## src/rtl/lsu_pkg.sv

```systemverilog
// Shared encodings for the memory-stage load/store unit: access types,
// FSM states and access-size helpers.
package lsu_pkg;

   localparam logic [2:0] LB  = 3'd0;
   localparam logic [2:0] LH  = 3'd1;
   localparam logic [2:0] LW  = 3'd2;
   localparam logic [2:0] LD  = 3'd3;
   localparam logic [2:0] LBU = 3'd4;
   localparam logic [2:0] LHU = 3'd5;
   localparam logic [2:0] LWU = 3'd6;

   localparam logic [2:0] SB  = 3'd0;
   localparam logic [2:0] SH  = 3'd1;
   localparam logic [2:0] SW  = 3'd2;
   localparam logic [2:0] SD  = 3'd3;

   typedef enum logic [1:0] {
      IDLE = 2'd0,
      REQ  = 2'd1,
      DONE = 2'd2
   } lsu_state_e;

   // log2 of the access size in bytes; reserved load code 7 behaves as LD
   function automatic logic [1:0] load_size(input logic [2:0] l_mux);
      case (l_mux)
         LB, LBU: load_size = 2'd0;
         LH, LHU: load_size = 2'd1;
         LW, LWU: load_size = 2'd2;
         default: load_size = 2'd3;
      endcase
   endfunction

   function automatic logic [1:0] store_size(input logic [2:0] s_mux);
      case (s_mux)
         SB:      store_size = 2'd0;
         SH:      store_size = 2'd1;
         SW:      store_size = 2'd2;
         default: store_size = 2'd3;
      endcase
   endfunction

endpackage

```

## src/rtl/lsu_align.sv

```systemverilog
// Combinational lane logic: store strobe/data replication and load
// extraction with sign or zero extension.
module lsu_align
   import lsu_pkg::*;
(
   input  logic [2:0]  i_s_mux,
   input  logic [2:0]  i_st_off,
   input  logic [63:0] i_rs2,
   output logic [7:0]  o_wstrb,
   output logic [63:0] o_wdata,
   input  logic [2:0]  i_l_mux,
   input  logic [2:0]  i_ld_off,
   input  logic [63:0] i_rdata,
   output logic [63:0] o_ldata
);

   logic [63:0] w_shift;

   always_comb begin
      o_wstrb = 8'hFF;
      o_wdata = i_rs2;
      case (i_s_mux)
         SB: begin
            o_wstrb = 8'h01 << i_st_off;
            o_wdata = {8{i_rs2[7:0]}};
         end
         SH: begin
            o_wstrb = 8'h03 << i_st_off;
            o_wdata = {4{i_rs2[15:0]}};
         end
         SW: begin
            o_wstrb = 8'h0F << i_st_off;
            o_wdata = {2{i_rs2[31:0]}};
         end
         default: begin
            o_wstrb = 8'hFF;
            o_wdata = i_rs2;
         end
      endcase
   end

   assign w_shift = i_rdata >> {i_ld_off, 3'b000};

   always_comb begin
      o_ldata = w_shift;
      case (i_l_mux)
         LB:      o_ldata = {{56{w_shift[7]}},  w_shift[7:0]};
         LH:      o_ldata = {{48{w_shift[15]}}, w_shift[15:0]};
         LW:      o_ldata = {{32{w_shift[31]}}, w_shift[31:0]};
         LBU:     o_ldata = {56'd0, w_shift[7:0]};
         LHU:     o_ldata = {48'd0, w_shift[15:0]};
         LWU:     o_ldata = {32'd0, w_shift[31:0]};
         default: o_ldata = w_shift;
      endcase
   end

endmodule

```

## src/rtl/mem_lsu.sv

```systemverilog
// Memory-stage load/store unit: req/ack handshake FSM, pipeline stall,
// misalignment detection and write-back value selection.
module mem_lsu
   import lsu_pkg::*;
(
   input  logic        clk_i,
   input  logic        rst_i,
   input  logic [63:0] M_alu_result_i,
   input  logic        M_reg_wen_i,
   input  logic        M_reg_mux_i,
   input  logic [4:0]  M_reg_waddr_i,
   input  logic        M_mem_wen_i,
   input  logic [63:0] M_mem_wdata_temp_i,
   input  logic [63:0] M_mem_addr_i,
   input  logic [2:0]  M_l_mux_i,
   input  logic [2:0]  M_s_mux_i,
   output logic        M_stall_o,
   output logic        misalign_o,
   output logic        dmem_req_o,
   output logic        dmem_we_o,
   output logic [63:0] dmem_addr_o,
   output logic [63:0] dmem_wdata_o,
   output logic [7:0]  dmem_wstrb_o,
   input  logic        dmem_ack_i,
   input  logic [63:0] dmem_rdata_i,
   output logic [63:0] W_reg_wdata_o,
   output logic        W_reg_wen_o,
   output logic [4:0]  W_reg_waddr_o
);

   lsu_state_e  r_state;
   logic        r_req;
   logic        r_we;
   logic [63:0] r_addr;
   logic [63:0] r_wdata;
   logic [7:0]  r_wstrb;
   logic [2:0]  r_off;
   logic [63:0] r_ldbuf;

   logic        w_access;
   logic [1:0]  w_size;
   logic        w_misalign;
   logic        w_go;
   logic [7:0]  w_wstrb;
   logic [63:0] w_wdata;
   logic [63:0] w_ldata;

   lsu_align u_align (
      .i_s_mux  (M_s_mux_i),
      .i_st_off (M_mem_addr_i[2:0]),
      .i_rs2    (M_mem_wdata_temp_i),
      .o_wstrb  (w_wstrb),
      .o_wdata  (w_wdata),
      .i_l_mux  (M_l_mux_i),
      .i_ld_off (r_off),
      .i_rdata  (dmem_rdata_i),
      .o_ldata  (w_ldata)
   );

   assign w_access = M_reg_mux_i | M_mem_wen_i;
   assign w_size   = M_mem_wen_i ? store_size(M_s_mux_i) : load_size(M_l_mux_i);

   always_comb begin
      w_misalign = 1'b0;
      case (w_size)
         2'd1:    w_misalign = M_mem_addr_i[0];
         2'd2:    w_misalign = |M_mem_addr_i[1:0];
         2'd3:    w_misalign = |M_mem_addr_i[2:0];
         default: w_misalign = 1'b0;
      endcase
      w_misalign = w_misalign & w_access;
   end

   assign w_go       = w_access & ~w_misalign;
   assign misalign_o = w_misalign;
   // Stall starts combinationally in IDLE so the M register holds from the first cycle
   assign M_stall_o  = ((r_state == IDLE) & w_go) | (r_state == REQ);

   always_ff @(posedge clk_i) begin
      if (rst_i) begin
         r_state <= IDLE;
         r_req   <= 1'b0;
         r_we    <= 1'b0;
         r_addr  <= '0;
         r_wdata <= '0;
         r_wstrb <= '0;
         r_off   <= '0;
         r_ldbuf <= '0;
      end else begin
         case (r_state)
            IDLE: begin
               if (w_go) begin
                  r_state <= REQ;
                  r_req   <= 1'b1;
                  r_we    <= M_mem_wen_i;
                  r_addr  <= {M_mem_addr_i[63:3], 3'b000};
                  r_wstrb <= M_mem_wen_i ? w_wstrb : '0;
                  r_wdata <= w_wdata;
                  r_off   <= M_mem_addr_i[2:0];
               end
            end
            REQ: begin
               if (dmem_ack_i) begin
                  r_ldbuf <= w_ldata;
                  r_req   <= 1'b0;
                  r_state <= DONE;
               end
            end
            DONE:    r_state <= IDLE;
            default: r_state <= IDLE;
         endcase
      end
   end

   assign dmem_req_o   = r_req;
   assign dmem_we_o    = r_we;
   assign dmem_addr_o  = r_addr;
   assign dmem_wdata_o = r_wdata;
   assign dmem_wstrb_o = r_wstrb;

   assign W_reg_wdata_o = M_reg_mux_i ? r_ldbuf : M_alu_result_i;
   assign W_reg_wen_o   = M_reg_wen_i & ~w_misalign;
   assign W_reg_waddr_o = M_reg_waddr_i;

endmodule

```

## config.mk

```make
export PLATFORM = sky130hd
export DESIGN_NAME = mem_lsu
export DESIGN_NICKNAME = d
export VERILOG_FILES = /design/src/rtl/lsu_pkg.sv /design/src/rtl/lsu_align.sv /design/src/rtl/mem_lsu.sv
export SDC_FILE = /design/constraint.sdc
export NUM_CORES = 1
export LEC_CHECK = 0
export CORE_AREA = 4 4 185 187
export CTS_CLUSTER_SIZE = 8
export DETAILED_ROUTE_END_ITERATION = 6
export DIE_AREA = 0 0 189 191
export PLACE_DENSITY = 0.67
export SLEW_MARGIN = 0
export SYNTH_ARGS = -nofsm -noshare
export SYNTH_HDL_FRONTEND = slang
export SYNTH_SLANG_ARGS = --single-unit
```

## constraint.sdc

```tcl
create_clock -name clk_i -period 2.29 [get_ports clk_i]
set_clock_uncertainty 0.1 [all_clocks]
set_input_delay 0.458 -clock clk_i [delete_from_list [all_inputs] [get_ports clk_i]]
set_output_delay 0.458 -clock clk_i [all_outputs]
set_load 0.005 [all_outputs]
```

==> results of run 1 <==
sequential cells by signal (all words and copies together), names as in the netlist:
| name | count |
|---|---|
| dmem_wdata_o | 64 |
| r_ldbuf | 64 |
| dmem_addr_o | 61 |
| dmem_wstrb_o | 8 |
| r_off | 3 |
| r_state | 2 |
| dmem_req_o | 1 |
| dmem_we_o | 1 |
cells by family (layout without fill, tap and decap cells):
| group | after synthesis | count (layout) |
|---|---|---|
| other | 1 | 4 |
| AND/OR/NAND/NOR | 330 | 330 |
| flip-flops | 204 | 204 |
| buffers and inverters | 161 | 643 |
| AO/OA/AOI/OAI | 483 | 483 |
| multiplexers | 143 | 143 |
cells in the final DEF (no fill, tap or decap), types with 57 or more instances in the layout:
| cell type | Yosys | final |
|---|---|---|
| clkdlybuf4s50_1 | 0 | 449 |
| a21oi_1 | 193 | 193 |
| nor2_1 | 108 | 104 |
| nand3_1 | 87 | 87 |
| buf_4 | 12 | 102 |
| dfxtp_1 | 204 | 202 |
| a211oi_1 | 82 | 82 |
| nand2_1 | 58 | 57 |
| mux2_2 | 83 | 82 |
| o21ai_0 | 102 | 95 |
through the flow:
stage | hold WS [ns] | utilization, % | setup TNS [ns]
2_1_floorplan | 0.351 | - | 0
3_3_place_gp | 0.345 | 51.8 | -127.18
3_5_place_dp | 0.359 | 51.8 | -133.24
4_1_cts | 0.141 | 54.5 | -0.0423
5_1_grt | 0.173 | 55.4 | -0.0973
6_report | 0.168 | 55.4 | 0
worst reg2reg max path, delay by kind of cell (launching register included):
| kind | cells | cell delay, ns |
|---|---|---|
| buffers and inverters | 3 | 0.50 |
| AND/OR/NAND/NOR | 1 | 0.07 |
| multiplexers | 1 | 0.35 |
| AO/OA/AOI/OAI | 3 | 0.62 |
| flip-flops | 1 | 0.43 |
synth_stat cells (all sizes together), types with 2 or more instances:
master	number
buf	50
nor4	2
a311oi	15
nand2b	13
nand3	87
or3	3
mux2	83
mux4	7
a31oi	3
a21o	2
o31ai	2
o21a	2
inv	6
clkbuf	104
a21oi	194
a32oi	8
mux2i	53
and3	2
nor2b	17
nand4	2
a22oi	26
o2111ai	2
dfxtp	204
or4	2
nand2	58
o22ai	2
nand3b	4
nor3b	4
nor3	25
o21ai	105
nor2	108
a211oi	115
report_power, final:
group | leakage (nW) | internal, mW | switching, mW
combinational | 4.34 | 1.66 | 1.46
clock | 0.367 | 2.23 | 1.58
sequential | 1.67 | 3.81 | 0.146
total | 6.38 | 7.69 | 3.18
cell type report:
| class | count | area [um2] |
|---|---|---|
| diodes | 1 | 2.50 |
| clock buffers | 33 | 741 |
| clock inverters | 1 | 8.76 |
| fillers | 2946 | 14500 |
| inverters | 7 | 26.3 |
| multi-input cells | 959 | 6490 |
| flip-flops and latches | 204 | 4090 |
| well taps | 442 | 553 |
| repair buffers | 602 | 6060 |
routing by layer:
metal	up-vias	GRT usage, %	part of all wire [%]
met5	-	0	0.047
met2	646	42.6	49
li1	5793	-	-
met3	93	6.25	8.8
met1	5892	29.8	38
met4	4	8.32	3.7
what timing repair did:
item,CTS,global route
gates resized for setup,65,23
endpoints found under the setup margin,148,165
pin swaps,6,4
gates cloned,0,5
hold buffers,0,0
buffers inserted,11,8
path summary, 6_finish.rpt:
check | slack [ns] | from | endpoint
hold reg to reg | 0.36 | dmem_req_o$_SDFFE_PP0P_ | dmem_req_o$_SDFFE_PP0P_
setup / recovery | 0.01 | M_l_mux_i[1] | M_stall_o
setup reg to reg | 0.08 | r_off[1]$_SDFFE_PP0P_ | r_ldbuf[43]$_SDFFE_PP0P_
hold / removal | 0.17 | rst_i | r_state[1]$_SDFFE_PP0P_
==> results by group, run 1 <==
Status
  • Status: finished clean

STA
  • RSZ-0062 raised after global routing: true
  • F_max: 0.439 GHz
  • Pins Over Slew Limit: 0
  • Final Setup Violations: 0
  • Final hold violations: 0
  • Final worst slack: about 0.013 ns
  • Final period util: 99.4%
  • Slew of the pin with the lowest slew margin: 0.612 ns
  • Tmin final: 2.28 ns
  • Rel. slew slack: 59.1%

Synth
  • Distinct cell type count after synthesis: 57
  • XOR/XNOR Fraction of Synth Area: 0%
  • Synth top area cells: dfxtp_1 (37%), a21oi_1 (8.7%), mux2_2 (8.4%)
  • Cell taking the most area after synthesis: dfxtp_1
  • Share of the synthesized area in the top cell type: around 37%
  • Yosys warning count: 0
  • Post-Synthesis Cells: 1322
  • Synthesized area per cell: between 8 and 9 um2
  • Synth Flop Type: dfxtp_1
  • Simple-gate share of the synthesized area: 13.8%
  • Post-synthesis sequential area ratio: a little over a third
  • Post-synth EDFFs: 0
  • Combinational family with the most area after synthesis: compound AO/OA/AOI/OAI gates
  • FF+latch count, synth: 204
  • Async set or reset register ratio after synthesis: 0%
  • Post-synthesis cell area: 0.0111 mm2
  • Post-Synth Adder-Cell Area: 0%
  • Multiplexer share of the synthesized area: approximately 15%
  • Compound-Gate Fraction of Synth Area: 28.5%

Critical path
  • Worst setup path class: in -> out
  • CP peak stage delay: 0.30 ns
  • Setup crit end kind: primary output
  • WP data arrival: 1.72 ns
  • Critical Path RT: approximately 1.7 ns
  • CP delay by family, top: buffers and inverters
  • Buf/Inv on CP: 3
  • Critical Path, Cell by Cell: dlygate4sd2_1 -> nor2_2 -> o22ai_2 -> a22oi_2 -> buf_4 -> nand2_4 -> o21ai_2 -> buf_2
  • WP depth: 8
  • CP max-delay cell: dlygate4sd2_1
  • Reg2reg path depth: 8
  • CP startpoint kind: primary input
  • Max FO, Critical Path: 3

GRT
  • Vias in the first global route: 11900
  • Largest net degree at the start of global routing: 117
  • First-pass GRT wire length: about 70000 um
  • Grt ovf: 0
  • GRT Total Usage: 24.6%
  • Initial antenna violation count: 3

Cells and area
  • Area Overhead vs Synth: 61.2%
  • Ratio of cells with drive above 1 in the final layout: 18.5%
  • Final net count: 2076
  • Post-route insts no fill: 2249
  • Cell area after layout: 0.0180 mm2

Power and ir drop
  • P_leak: 6.38 nW
  • Power per cell area: 605 mW/mm2
  • Final Power: 10.9 mW
  • VDD IR max: around 580 uV

Placement
  • GPL Wtd Cong: 0.895
  • Cell Area, Placed: about 0.017 mm2
  • Hpwl dp: ~35000 um
  • I/O Buffers: between 400 and 500
  • Dpl ws: -1.02 ns
  • DP Cell Count: 2191

Detailed routing
  • DR pass1 iterations: 5
  • DRC viols: 0
  • Initial DRC Count: approximately 800
  • Via count: 12400
  • Mean number of vias per cell: around 5.5
  • Wire length per cell: about 22 um
  • Routed WL: 49400 um
  • Post-route ant nets: 0

Hold path
  • Cells on Worst Hold Path: 2
  • Hold Crit Class: in -> reg

Clock tree
  • Clock sink count: 204
  • TritonCTS clock tree: done
  • CTS Buf Count: 29
  • Clock Latency Late Sink: 0.55 ns
  • H-tree depth: 1
  • Root buf cell: clkbuf_16
  • Clock buffer depth: 3
  • Clock-pin slew on the worst setup and hold paths: ~0.050 ns

Die
  • Core ar.: between 0.03 and 0.04 mm2
  • Die Width: 189 um
  • Top-Level Pins: 483
  • FP Rows: 66
  • Die Y-Extent: 191 um
  • Starting Density: 34.4%
  • Area of the die: 0.0361 mm2

Job
  • Max Cap Viol: 0
(Power assumes the default switching activity.)
==> run 2: changes to the inputs <==
TNS_END_PERCENT = 30   (was unset)
==> run 2 against run 1 <==
The flow now finishes with violations (design-rule violations, negative setup slack). Non-clock buffer count is 7 lower. Die area unchanged. Sequential share of layout area increased by 0.063 points. Routed wire length shrank 0.35%. Utilization down 0.15 points. Clock power hardly changed. Flip-flop and latch count unchanged. First-iteration DRC count decreased by 3.9%. Critical path type unchanged. Largest cell class unchanged.
==> results by group, run 2 (synthesized netlist as in run 1, its figures left out) <==
Placement
  • Cell Area, Placed: 0.0168 mm2 (unchanged)
  • GPL Wtd Cong: 0.895 (unchanged)
  • Dpl ws: -1.02 ns (unchanged)
  • Hpwl dp: 35100 um (unchanged)
  • DP Cell Count: 2191 (unchanged)
  • I/O Buffers: 469 (unchanged)

STA
  • Final worst slack: -0.00435 ns (-0.0173 ns)
  • Final hold violations: 0 (unchanged)
  • Final period util: 100% (+0.75 points)
  • Slew of the pin with the lowest slew margin: 0.611 ns (-0.00129 ns)
  • Rel. slew slack: 59.2% (+0.086 points)
  • RSZ-0062 raised after global routing: true
  • Tmin final: 2.29 ns (+0.0173 ns)
  • Pins Over Slew Limit: 0 (unchanged)
  • F_max: 0.436 GHz (-0.75%)
  • Final Setup Violations: 1 (+1)

Critical path
  • CP max-delay cell: dlygate4sd2_1
  • Buf/Inv on CP: 3 (unchanged)
  • Worst setup path class: in -> out
  • CP delay by family, top: buffers and inverters
  • Setup crit end kind: primary output
  • Max FO, Critical Path: 3 (unchanged)
  • CP peak stage delay: 0.31 ns (about the same)
  • WP data arrival: 1.74 ns (+0.02 ns)
  • CP startpoint kind: primary input
  • Critical Path RT: 1.73 ns (about the same)
  • Reg2reg path depth: 8 (unchanged)
  • Critical Path, Cell by Cell: dlygate4sd2_1 -> nor2_2 -> o22ai_2 -> a22oi_2 -> buf_4 -> nand2_4 -> o21ai_2 -> buf_2
  • WP depth: 8 (unchanged)

Die
  • Starting Density: 34.4% (unchanged)
  • Die Y-Extent: 191 um (unchanged)
  • FP Rows: 66 (unchanged)
  • Top-Level Pins: 483 (unchanged)
  • Die Width: 189 um (unchanged)
  • Area of the die: 0.0361 mm2 (unchanged)
  • Core ar.: 0.0325 mm2 (unchanged)

Clock tree
  • Clock buffer depth: 3 (unchanged)
  • TritonCTS clock tree: done
  • Post-CTS Hold Fix Bufs: 0 (unchanged)
  • Clock-pin slew on the worst setup and hold paths: 0.05 ns (about the same)
  • CTS Buf Count: 29 (unchanged)
  • Clock Latency Late Sink: 0.55 ns (about the same)
  • Clock sink count: 204 (unchanged)
  • Root buf cell: clkbuf_16
  • H-tree depth: 1 (unchanged)

Power and ir drop
  • Final Power: 10.8 mW (-0.24%)
  • Combinational Power Share: 28.5% (-0.2 points)
  • Psw: 3.17 mW (-0.30%)
  • Internal: 7.67 mW (-0.21%)
  • P_leak: 6.51 nW (+2.0%)
  • Sequential power share: 36.4% (about the same)
  • Switching share of total power: 29.3% (about the same)
  • Power per cell area: 605 mW/mm2 (about the same)
  • Clk network pwr share: 35.0% (about the same)
  • VDD IR max: 576 uV (+0.12%)

Job
  • Max Cap Viol: 0 (unchanged)

Cells and area
  • Cell area after layout: 0.0179 mm2 (-0.28%)
  • Ratio of cells with drive above 1 in the final layout: 18.1% (-0.37 points)
  • Area of the multi-input gates: 0.00648 mm2 (-0.19%)
  • Fillers: 2955 (+0.31%)
  • Most common cell after layout, fill and taps aside: clkdlybuf4s50_1
  • Area Overhead vs Synth: 60.7%
  • Post-route insts no fill: 2242 (-0.31%)
  • Storage element area: 0.00409 mm2 (unchanged)
  • Most frequent cells in the layout: clkdlybuf4s50_1 (436), dfxtp_1 (202), a21oi_1 (193), nor2_1 (104), buf_4 (96)
  • Final net count: 2069 (-0.34%)
  • Final Util: 55.2% (-0.15 points)

Detailed routing
  • Wire length per cell: 21.9 um (about the same)
  • Routed WL: 49200 um (-0.35%)
  • Via count: 12400 (-0.072%)
  • Post-route ant nets: 0 (unchanged)
  • Mean number of vias per cell: 5.54 (+0.24%)
  • Initial DRC Count: 773 (-3.9%)
  • DRC viols: 11 (+11)
  • DR pass1 iterations: 7 (+2)

Status
  • Status: complete, but fails checks
  • Failing checks: design-rule violations, negative setup slack

GRT
  • GRT Total Usage: 24.6% (unchanged)
  • Initial antenna violation count: 3 (unchanged)
  • Grt ovf: 0 (unchanged)
  • Largest net degree at the start of global routing: 117 (unchanged)
  • Vias in the first global route: 11900 (+0.017%)
  • First-pass GRT wire length: 71000 um (unchanged)

Hold path
  • Cells on Worst Hold Path: 2 (unchanged)
  • Hold Crit Class: in -> reg
[run 2: changes by cell type in the layout (fill, tap and decap cells not counted)]
cell             change
buf_4                -6
or4_4                -1
or4_1                +1
clkdlybuf4s50_1     -13
mux2i_2              +1
mux2i_4              -1
dlymetal6s2s_1      +13
clkbuf_16            -1
[run 2: worst paths after layout]
check / start / to / slack, ns
worst max-delay path: M_l_mux_i[1] / M_stall_o / -0.004
worst min register to register: dmem_req_o$_SDFFE_PP0P_ / dmem_req_o$_SDFFE_PP0P_ / 0.36
worst min-delay path: rst_i / r_state[1]$_SDFFE_PP0P_ / 0.17
worst max register to register: r_off[1]$_SDFFE_PP0P_ / r_ldbuf[58]$_SDFFE_PP0P_ / 0.07
[run 2: worst register-to-register path: stages, from the launching register on]
cell	delay [ns]
dfxtp_4	0.42
mux2_4	0.36
o22ai_4	0.22
nor4_4	0.07
buf_4	0.17
a311oi_4	0.32
buf_6	0.22
buf_12	0.15
a211oi_2	0.06
[run 2: power groups by stage]
stage                     registers (mW)  logic (mW)  clock network, mW
after floorplan                     4.00        1.33                  0
after global routing                3.97        3.31               4.01
after detailed placement            4.01        2.98                  0
after CTS                           3.95        3.01               3.91
after global placement              4.01        2.94                  0
final                               3.95        3.10               3.80
[run 2: layout make-up]
cell class	instances	share of cell area (%)
multi-input combinational	959	36.1
sequential	204	22.8
clock inverter	1	0.0489
timing repair buffer	595	33.6
antenna	1	0.0140
clock buffer	33	4.13
inverter	7	0.147
tap	442	3.09
[run 2: through the flow]
| step | hold WS, ns | TNS [ns] |
|---|---|---|
| after floorplan | 0.351 | 0 |
| after global placement | 0.345 | -127.18 |
| after detailed placement | 0.359 | -133.24 |
| after CTS | 0.141 | -0.0423 |
| after global routing | 0.172 | -0.116 |
| final | 0.172 | -0.00435 |
[run 2: metal layers]
metal  GRT usage, %  up-vias  part of all wire, %
met5              0        -                0.047
met4           8.32        4                  3.9
met3           6.25      102                  8.9
met2           42.6      615                   49
met1           29.8     5911                   38
li1               -     5787                    -
[run 2: what timing repair did]
action | 4_1_cts | 5_1_grt
setup buffers | 11 | 2
setup endpoints to repair | 148 | 165
endpoints found under the hold margin | 0 | 0
gates cloned | 0 | 4
pin swaps | 6 | 3
gates resized for setup | 65 | 34
